--- src/rtl/dmem_request_ctrl_pkg.sv ---
// Shared types for the EX/MEM data-memory request controller.
package dmem_request_ctrl_pkg;

  localparam int unsigned WORD_W = 32;

  typedef logic [WORD_W-1:0] word_t;

  typedef enum logic [1:0] {
    IDLE,
    REQ,
    DONE,
    HALT
  } dmem_state_t;

endpackage

--- src/rtl/dmem_request_ctrl_if.sv ---
// EX/MEM-to-cache request bundle; master is the controller, slave is pipeline/cache.
interface dmem_request_ctrl_if #(
  parameter int unsigned ADDR_W = 32,
  parameter int unsigned CNT_W  = 32
);
  logic              mem_op;
  logic              MemtoReg_exmem;
  logic              MemWr_exmem;
  logic [ADDR_W-1:0] addr_exmem;
  logic [ADDR_W-1:0] store_exmem;
  logic              flush_exmem;
  logic              stall_exmem;
  logic              halt_exmem;
  logic              advance;
  logic              dhit;
  logic [ADDR_W-1:0] dmemload;
  logic              dmemREN;
  logic              dmemWEN;
  logic [ADDR_W-1:0] dmemaddr;
  logic [ADDR_W-1:0] dmemstore;
  logic [ADDR_W-1:0] load_data;
  logic              mem_stall;
  logic              halt_out;
  logic [CNT_W-1:0]  stall_cycles;

  modport master (
    input  mem_op, MemtoReg_exmem, MemWr_exmem, addr_exmem, store_exmem,
           flush_exmem, stall_exmem, halt_exmem, advance, dhit, dmemload,
    output dmemREN, dmemWEN, dmemaddr, dmemstore, load_data, mem_stall,
           halt_out, stall_cycles
  );

  modport slave (
    output mem_op, MemtoReg_exmem, MemWr_exmem, addr_exmem, store_exmem,
           flush_exmem, stall_exmem, halt_exmem, advance, dhit, dmemload,
    input  dmemREN, dmemWEN, dmemaddr, dmemstore, load_data, mem_stall,
           halt_out, stall_cycles
  );
endinterface

--- src/rtl/dmem_request_ctrl_sat_counter.sv ---
// Event counter that sticks at all-ones instead of wrapping.
module dmem_request_ctrl_sat_counter #(
  parameter int unsigned CNT_W = 32
) (
  input  logic             clk,
  input  logic             rst_n,
  input  logic             inc_i,
  output logic [CNT_W-1:0] count_o
);
  logic [CNT_W-1:0] count_q;

  always_ff @(posedge clk or negedge rst_n) begin
    if (!rst_n) begin
      count_q <= '0;
    end else if (inc_i && (count_q != '1)) begin
      count_q <= count_q + 1'b1;
    end
  end

  assign count_o = count_q;
endmodule

--- src/rtl/dmem_request_ctrl.sv ---
// EX/MEM data-memory request controller: one cache request per memory op,
// load-data capture on dhit, upstream stall, sticky halt and stall counting.
module dmem_request_ctrl
  import dmem_request_ctrl_pkg::*;
#(
  parameter int unsigned ADDR_W = 32,
  parameter int unsigned CNT_W  = 32
) (
  input  logic                CLK,
  input  logic                nRST,
  dmem_request_ctrl_if.master bus
);
  dmem_state_t       state_q, state_d;
  logic [ADDR_W-1:0] load_q, load_d;
  logic              issue;
  logic              busy;

  // A new request needs a clean IDLE slot; once in REQ it is held until dhit or flush.
  always_comb begin
    issue = 1'b0;
    if (nRST) begin
      case (state_q)
        IDLE:    issue = bus.mem_op && !bus.halt_exmem && !bus.flush_exmem;
        REQ:     issue = bus.mem_op;
        default: issue = 1'b0;
      endcase
    end
  end

  assign busy          = nRST && ((state_q == REQ) || issue);
  assign bus.dmemREN   = issue && bus.MemtoReg_exmem;
  assign bus.dmemWEN   = issue && bus.MemWr_exmem && !bus.MemtoReg_exmem;
  assign bus.dmemaddr  = issue ? bus.addr_exmem  : '0;
  assign bus.dmemstore = issue ? bus.store_exmem : '0;
  assign bus.mem_stall = busy && !bus.dhit;
  assign bus.halt_out  = (state_q == HALT);
  assign bus.load_data = load_q;

  always_comb begin
    state_d = state_q;
    load_d  = load_q;
    case (state_q)
      IDLE: begin
        if (bus.halt_exmem) begin
          state_d = HALT;
        end else if (issue) begin
          if (bus.dhit) begin
            if (bus.dmemREN) load_d = bus.dmemload;
            state_d = bus.advance ? IDLE : DONE;
          end else begin
            state_d = REQ;
          end
        end
      end
      REQ: begin
        if (bus.dhit) begin
          if (bus.dmemREN) load_d = bus.dmemload;
          state_d = bus.advance ? IDLE : DONE;
        end else if (bus.flush_exmem) begin
          state_d = IDLE;
        end
      end
      DONE: begin
        if (bus.advance || bus.flush_exmem) state_d = IDLE;
      end
      default: state_d = HALT;
    endcase
  end

  always_ff @(posedge CLK or negedge nRST) begin
    if (!nRST) begin
      state_q <= IDLE;
      load_q  <= '0;
    end else begin
      state_q <= state_d;
      load_q  <= load_d;
    end
  end

  dmem_request_ctrl_sat_counter #(
    .CNT_W(CNT_W)
  ) u_stall_cnt (
    .clk    (CLK),
    .rst_n  (nRST),
    .inc_i  (bus.mem_stall),
    .count_o(bus.stall_cycles)
  );
endmodule

--- src/flat_wrapper.sv ---
// flat-port wrapper written by rule: the top's interface ports become plain ports
module dmem_request_ctrl_flat import dmem_request_ctrl_pkg::*;
#(
  parameter int unsigned ADDR_W = 32,
  parameter int unsigned CNT_W  = 32
)
  (CLK, nRST, bus_mem_op, bus_MemtoReg_exmem, bus_MemWr_exmem, bus_addr_exmem, bus_store_exmem, bus_flush_exmem, bus_stall_exmem, bus_halt_exmem, bus_advance, bus_dhit, bus_dmemload, bus_dmemREN, bus_dmemWEN, bus_dmemaddr, bus_dmemstore, bus_load_data, bus_mem_stall, bus_halt_out, bus_stall_cycles);
  dmem_request_ctrl_if #(.ADDR_W(ADDR_W), .CNT_W(CNT_W)) bus_i ();
  input  logic CLK;
  input  logic nRST;
  input wire logic [$bits(bus_i.mem_op)-1:0] bus_mem_op;
  input wire logic [$bits(bus_i.MemtoReg_exmem)-1:0] bus_MemtoReg_exmem;
  input wire logic [$bits(bus_i.MemWr_exmem)-1:0] bus_MemWr_exmem;
  input wire logic [$bits(bus_i.addr_exmem)-1:0] bus_addr_exmem;
  input wire logic [$bits(bus_i.store_exmem)-1:0] bus_store_exmem;
  input wire logic [$bits(bus_i.flush_exmem)-1:0] bus_flush_exmem;
  input wire logic [$bits(bus_i.stall_exmem)-1:0] bus_stall_exmem;
  input wire logic [$bits(bus_i.halt_exmem)-1:0] bus_halt_exmem;
  input wire logic [$bits(bus_i.advance)-1:0] bus_advance;
  input wire logic [$bits(bus_i.dhit)-1:0] bus_dhit;
  input wire logic [$bits(bus_i.dmemload)-1:0] bus_dmemload;
  output wire logic [$bits(bus_i.dmemREN)-1:0] bus_dmemREN;
  output wire logic [$bits(bus_i.dmemWEN)-1:0] bus_dmemWEN;
  output wire logic [$bits(bus_i.dmemaddr)-1:0] bus_dmemaddr;
  output wire logic [$bits(bus_i.dmemstore)-1:0] bus_dmemstore;
  output wire logic [$bits(bus_i.load_data)-1:0] bus_load_data;
  output wire logic [$bits(bus_i.mem_stall)-1:0] bus_mem_stall;
  output wire logic [$bits(bus_i.halt_out)-1:0] bus_halt_out;
  output wire logic [$bits(bus_i.stall_cycles)-1:0] bus_stall_cycles;
  assign bus_i.mem_op = bus_mem_op;
  assign bus_i.MemtoReg_exmem = bus_MemtoReg_exmem;
  assign bus_i.MemWr_exmem = bus_MemWr_exmem;
  assign bus_i.addr_exmem = bus_addr_exmem;
  assign bus_i.store_exmem = bus_store_exmem;
  assign bus_i.flush_exmem = bus_flush_exmem;
  assign bus_i.stall_exmem = bus_stall_exmem;
  assign bus_i.halt_exmem = bus_halt_exmem;
  assign bus_i.advance = bus_advance;
  assign bus_i.dhit = bus_dhit;
  assign bus_i.dmemload = bus_dmemload;
  assign bus_dmemREN = bus_i.dmemREN;
  assign bus_dmemWEN = bus_i.dmemWEN;
  assign bus_dmemaddr = bus_i.dmemaddr;
  assign bus_dmemstore = bus_i.dmemstore;
  assign bus_load_data = bus_i.load_data;
  assign bus_mem_stall = bus_i.mem_stall;
  assign bus_halt_out = bus_i.halt_out;
  assign bus_stall_cycles = bus_i.stall_cycles;
  dmem_request_ctrl #(.ADDR_W(ADDR_W), .CNT_W(CNT_W)) u_core (.CLK(CLK), .nRST(nRST), .bus(bus_i));
endmodule
--- config.mk ---
export PLATFORM = sky130hd
export DESIGN_NAME = dmem_request_ctrl_flat
export DESIGN_NICKNAME = d
export VERILOG_FILES = /design/src/rtl/dmem_request_ctrl_pkg.sv /design/src/rtl/dmem_request_ctrl_if.sv /design/src/rtl/dmem_request_ctrl_sat_counter.sv /design/src/rtl/dmem_request_ctrl.sv /design/src/flat_wrapper.sv
export SDC_FILE = /design/constraint.sdc
export NUM_CORES = 1
export LEC_CHECK = 0
export ABC_AREA = 1
export CORE_ASPECT_RATIO = 1.4
export CORE_MARGIN = 10
export CORE_UTILIZATION = 39
export CTS_CLUSTER_SIZE = 24
export DETAILED_ROUTE_END_ITERATION = 10
export GPL_ROUTABILITY_DRIVEN = 0
export PLACE_DENSITY = 0.9
export SYNTH_ARGS = -nofsm -noshare
export SYNTH_HDL_FRONTEND = slang
export SYNTH_SLANG_ARGS = --single-unit
--- constraint.sdc ---
create_clock -name CLK -period 1.9 [get_ports CLK]
set_input_delay 0.38 -clock CLK [delete_from_list [all_inputs] [get_ports CLK]]
set_output_delay 0.38 -clock CLK [all_outputs]
set_load 0.03 [all_outputs]
==> reports/metrics.cfg <==
[status]
status = complete, but fails checks
failed_checks = setup timing

[floorplanning]
io_pins = 238
fp.dieArea_sq_mm = 0.0156
rows = 45
die_y_um = 144
core_region_area_sq_mm = 0.0108
start_util_pct = 39.7
die_w_um = 108

[timing]
grt_setup_unrepaired = true
slew_violations = 0
setup_ws_ps = -243
max-slew-margin-rel_pct = 51.4
finClkSkew_ps = 4.77
finalSetupViolCount = 68
finalHoldViolations = 0
period_share_pct = 113
max_freq_mhz = 467
tightestPinTransition_ps = 729
post-route-min-period_ps = 2140

[synth]
synth_top_family_by_area = simple AND/OR/NAND/NOR gates
synthCells = 674
synth_fa_ha_area_share_pct = 0.293
ys_ff_latch = 66
synth_fp_nets = 781
yosysWarningCount = 0
synthesis.area_sq_mm = 0.00426
synth_compound_area_share_pct = 0.968
yosys.area_share.simple_pct = 44.2
synth_xor_area_share_pct = 3.08
synth_cell_types = 24
synth_area_per_cell_sq_um = 6.33
synth_mux_area_share_pct = 0
ys_seq_area_share_pct = 38.7

[drt]
wl_per_cell_um = 17.5
postRouteAntennaNets = 0
first_pass_iters = 5
vias = 5312
drt-initial-drc-count = 213
vias_per_cell = 4.88
drcViolationCount = 0
wl_um = 19000

[worst_setup_path]
crit_slowest_cell = clkdlybuf4s50_1
crit_chain = clkdlybuf4s50_1, inv_2, nand3_2, nand2_2, nand2_4, buf_12, buf_6, nor2_1, buf_4
path_buf_inv = 5
worstPathArrival_ps = 1760
slowest_delay_ps = 450
path_max_fanout = 12
end_kind = output port
criticalPathCategory = input port to output port
worst_ep_required_time_ps = 1520
crit_family = buffers and inverters
r2r_slack_ps = 40
critPathLaunchType = input port

[clock_network]
h-tree-depth = 3
path_clk_slew_ps = 60
numCtsBuffers = 9
cts.sinks = 66
cts_tree = built
clock_latency_ps = 330
cts_root_buffer = clkbuf_16
cts_buffer_depth = 2
hold_buffers = 0

[final_layout]
drive_above_1_share_pct = 21.1
final_core_util_pct = 72.4
fin_nets = 1049
n_fill_cell = 782
syn_to_final_growth_pct = 82.7
fin_area_sq_mm = 0.00779

[flow_run]
maxCapViolations = 0

[global_route]
grt_pass1_vias = 5202
grt_pass1_wl_um = 25700
grt_max_degree = 57
gr-total-overflow = 0
grtUsageTotal_pct = 20.6
antenna_found_initial = 4

[hold_path]
hold_class = input port to asynchronous set/reset pin

[power]
leakagePower_nw = 4.11
powerDensity_mw_per_mm2 = 934
ir_drop_mv = 0.886
total_power_mw = 7.28

[place]
portBuffers = 236
hpwl_um = 13400
postPlaceCellArea_sq_mm = 0.00683

==> flip-flops by register name, indices dropped and copies added, names as in the netlist <==
| register | flops |
|---|---|
| u_core.bus.load_data | 32 |
| u_core.u_stall_cnt.count_o | 32 |
| u_core.state_q | 2 |
==> synth_stat cells <==
cell type | n | share of area (%)
dfrtp_1 | 66 | 39
clkbuf_1 | 5 | 0.44
nor4_1 | 1 | 0.15
nand3_1 | 50 | 5.9
nand3_2 | 2 | 0.47
o21bai_1 | 2 | 0.35
nand3_4 | 1 | 0.41
ha_1 | 1 | 0.29
o21ai_2 | 1 | 0.21
nor2_2 | 1 | 0.15
nand2_2 | 5 | 0.73
xor2_1 | 9 | 1.8
o21ai_0 | 1 | 0.12
xnor2_1 | 6 | 1.2
a211oi_1 | 1 | 0.18
nor2_4 | 5 | 1.3
nor3_1 | 2 | 0.23
buf_6 | 9 | 2.4
nor2_1 | 122 | 11
a21oi_1 | 1 | 0.12
buf_4 | 1 | 0.18
inv_1 | 100 | 8.8
buf_2 | 8 | 0.94
nand2_1 | 274 | 24
==> worst reg2reg max path: stages, from the launching register on <==
cell	delay (ps)
dfrtp_2	420
nor2_4	120
nand3_2	80
buf_4	140
buf_6	110
o21ai_4	130
nand2_2	80
buf_6	120
buf_4	130
nor2_4	110
buf_12	190
nand2_1	100
nand2_1	60
==> stage by stage <==
| step | setup slack [ps] | setup TNS [ps] | hold slack, ps | cells |
|---|---|---|---|---|
| finish | -243 | -12000 | 70.8 | 1089 |
| global route | -312 | -18560 | 96.2 | 1088 |
| CTS | -169 | -8380 | 94.8 | 1082 |
| detailed placement | -251 | -16730 | 442 | 1058 |
| global placement | -218 | -16770 | 446 | 1058 |
| floorplan | -27.6 | -1380 | 84.4 | 674 |
==> cell families (layout without fill, tap and decap cells) <==
| kind of cell | after synthesis | count (layout) |
|---|---|---|
| fa+ha+maj | 1 | 1 |
| xor+xnor | 15 | 15 |
| compound gates | 6 | 6 |
| other cells | 0 | 1 |
| flops | 66 | 66 |
| simple gates | 463 | 463 |
| buf+inv | 123 | 396 |
==> metal layers <==
layer / track usage (%) / wire (um) / vias to the layer above
met5: 0 / 53 / -
met4: 8.42 / 590 / 6
met3: 9.82 / 1830 / 58
met2: 35.3 / 10300 / 243
met1: 20.9 / 6300 / 2483
li1: - / - / 2522
==> area by class of cell <==
class	instances	area [sq um]	area share [%]
antenna	1	2.50	0.0321
clock buffer	10	239	3.07
clock inverter	6	66.3	0.851
inverter	100	375	4.82
multi-input combinational	485	2360	30.3
sequential	66	1650	21.2
tap	141	176	2.26
timing repair buffer	280	2920	37.5
==> path summary, 6_finish.rpt <==
| check | start | endpoint | cells after the start |
|---|---|---|---|
| worst max register to register | u_core.state_q[0] | u_core.u_stall_cnt.count_o[20] | 12 |
| worst max-delay path | bus_halt_exmem | bus_dmemstore[16] | 9 |
| worst min-delay path | nRST | u_core.bus.load_data[8] | 2 |
| max in group asynchronous | nRST | u_core.bus.load_data[1] | 2 |
| worst min register to register | u_core.bus.load_data[29] | u_core.bus.load_data[29] | 2 |
| min in group CLK | u_core.bus.load_data[29] | u_core.bus.load_data[29] | 2 |
==> power by group <==
part / switching [mW] / internal (mW) / total, mW
registers: 0.259 / 1.79 / 2.04
logic: 2.03 / 1.51 / 3.54
clock network: 0.640 / 1.05 / 1.69
total: 2.93 / 4.35 / 7.28
==> what timing repair did <==
action,4_1_cts,5_1_grt
cloned,0,2
endpoints found under the setup margin,74,111
buffers inserted,9,4
resized for setup,36,128
pin swaps,2,4
==> cell usage in the layout (no fill, tap or decap), types with 2 or more instances in the layout <==
cell	netlist	layout
nor2_1	122	71
nand3_2	2	2
clkbuf_16	0	10
nor2_4	5	34
xor2_1	9	9
nor3_1	2	2
inv_2	0	4
nand2_1	274	273
buf_12	0	13
o21bai_1	2	2
dlygate4sd2_1	0	8
clkdlybuf4s50_1	0	147
xnor2_1	6	6
buf_6	9	51
dfrtp_1	66	65
dlymetal6s2s_1	0	13
buf_4	1	45
clkinvlp_4	0	3
inv_1	100	96
nand2_2	5	5
nor2_2	1	23
nand3_1	50	50
Power figures use the tool's default switching activity.
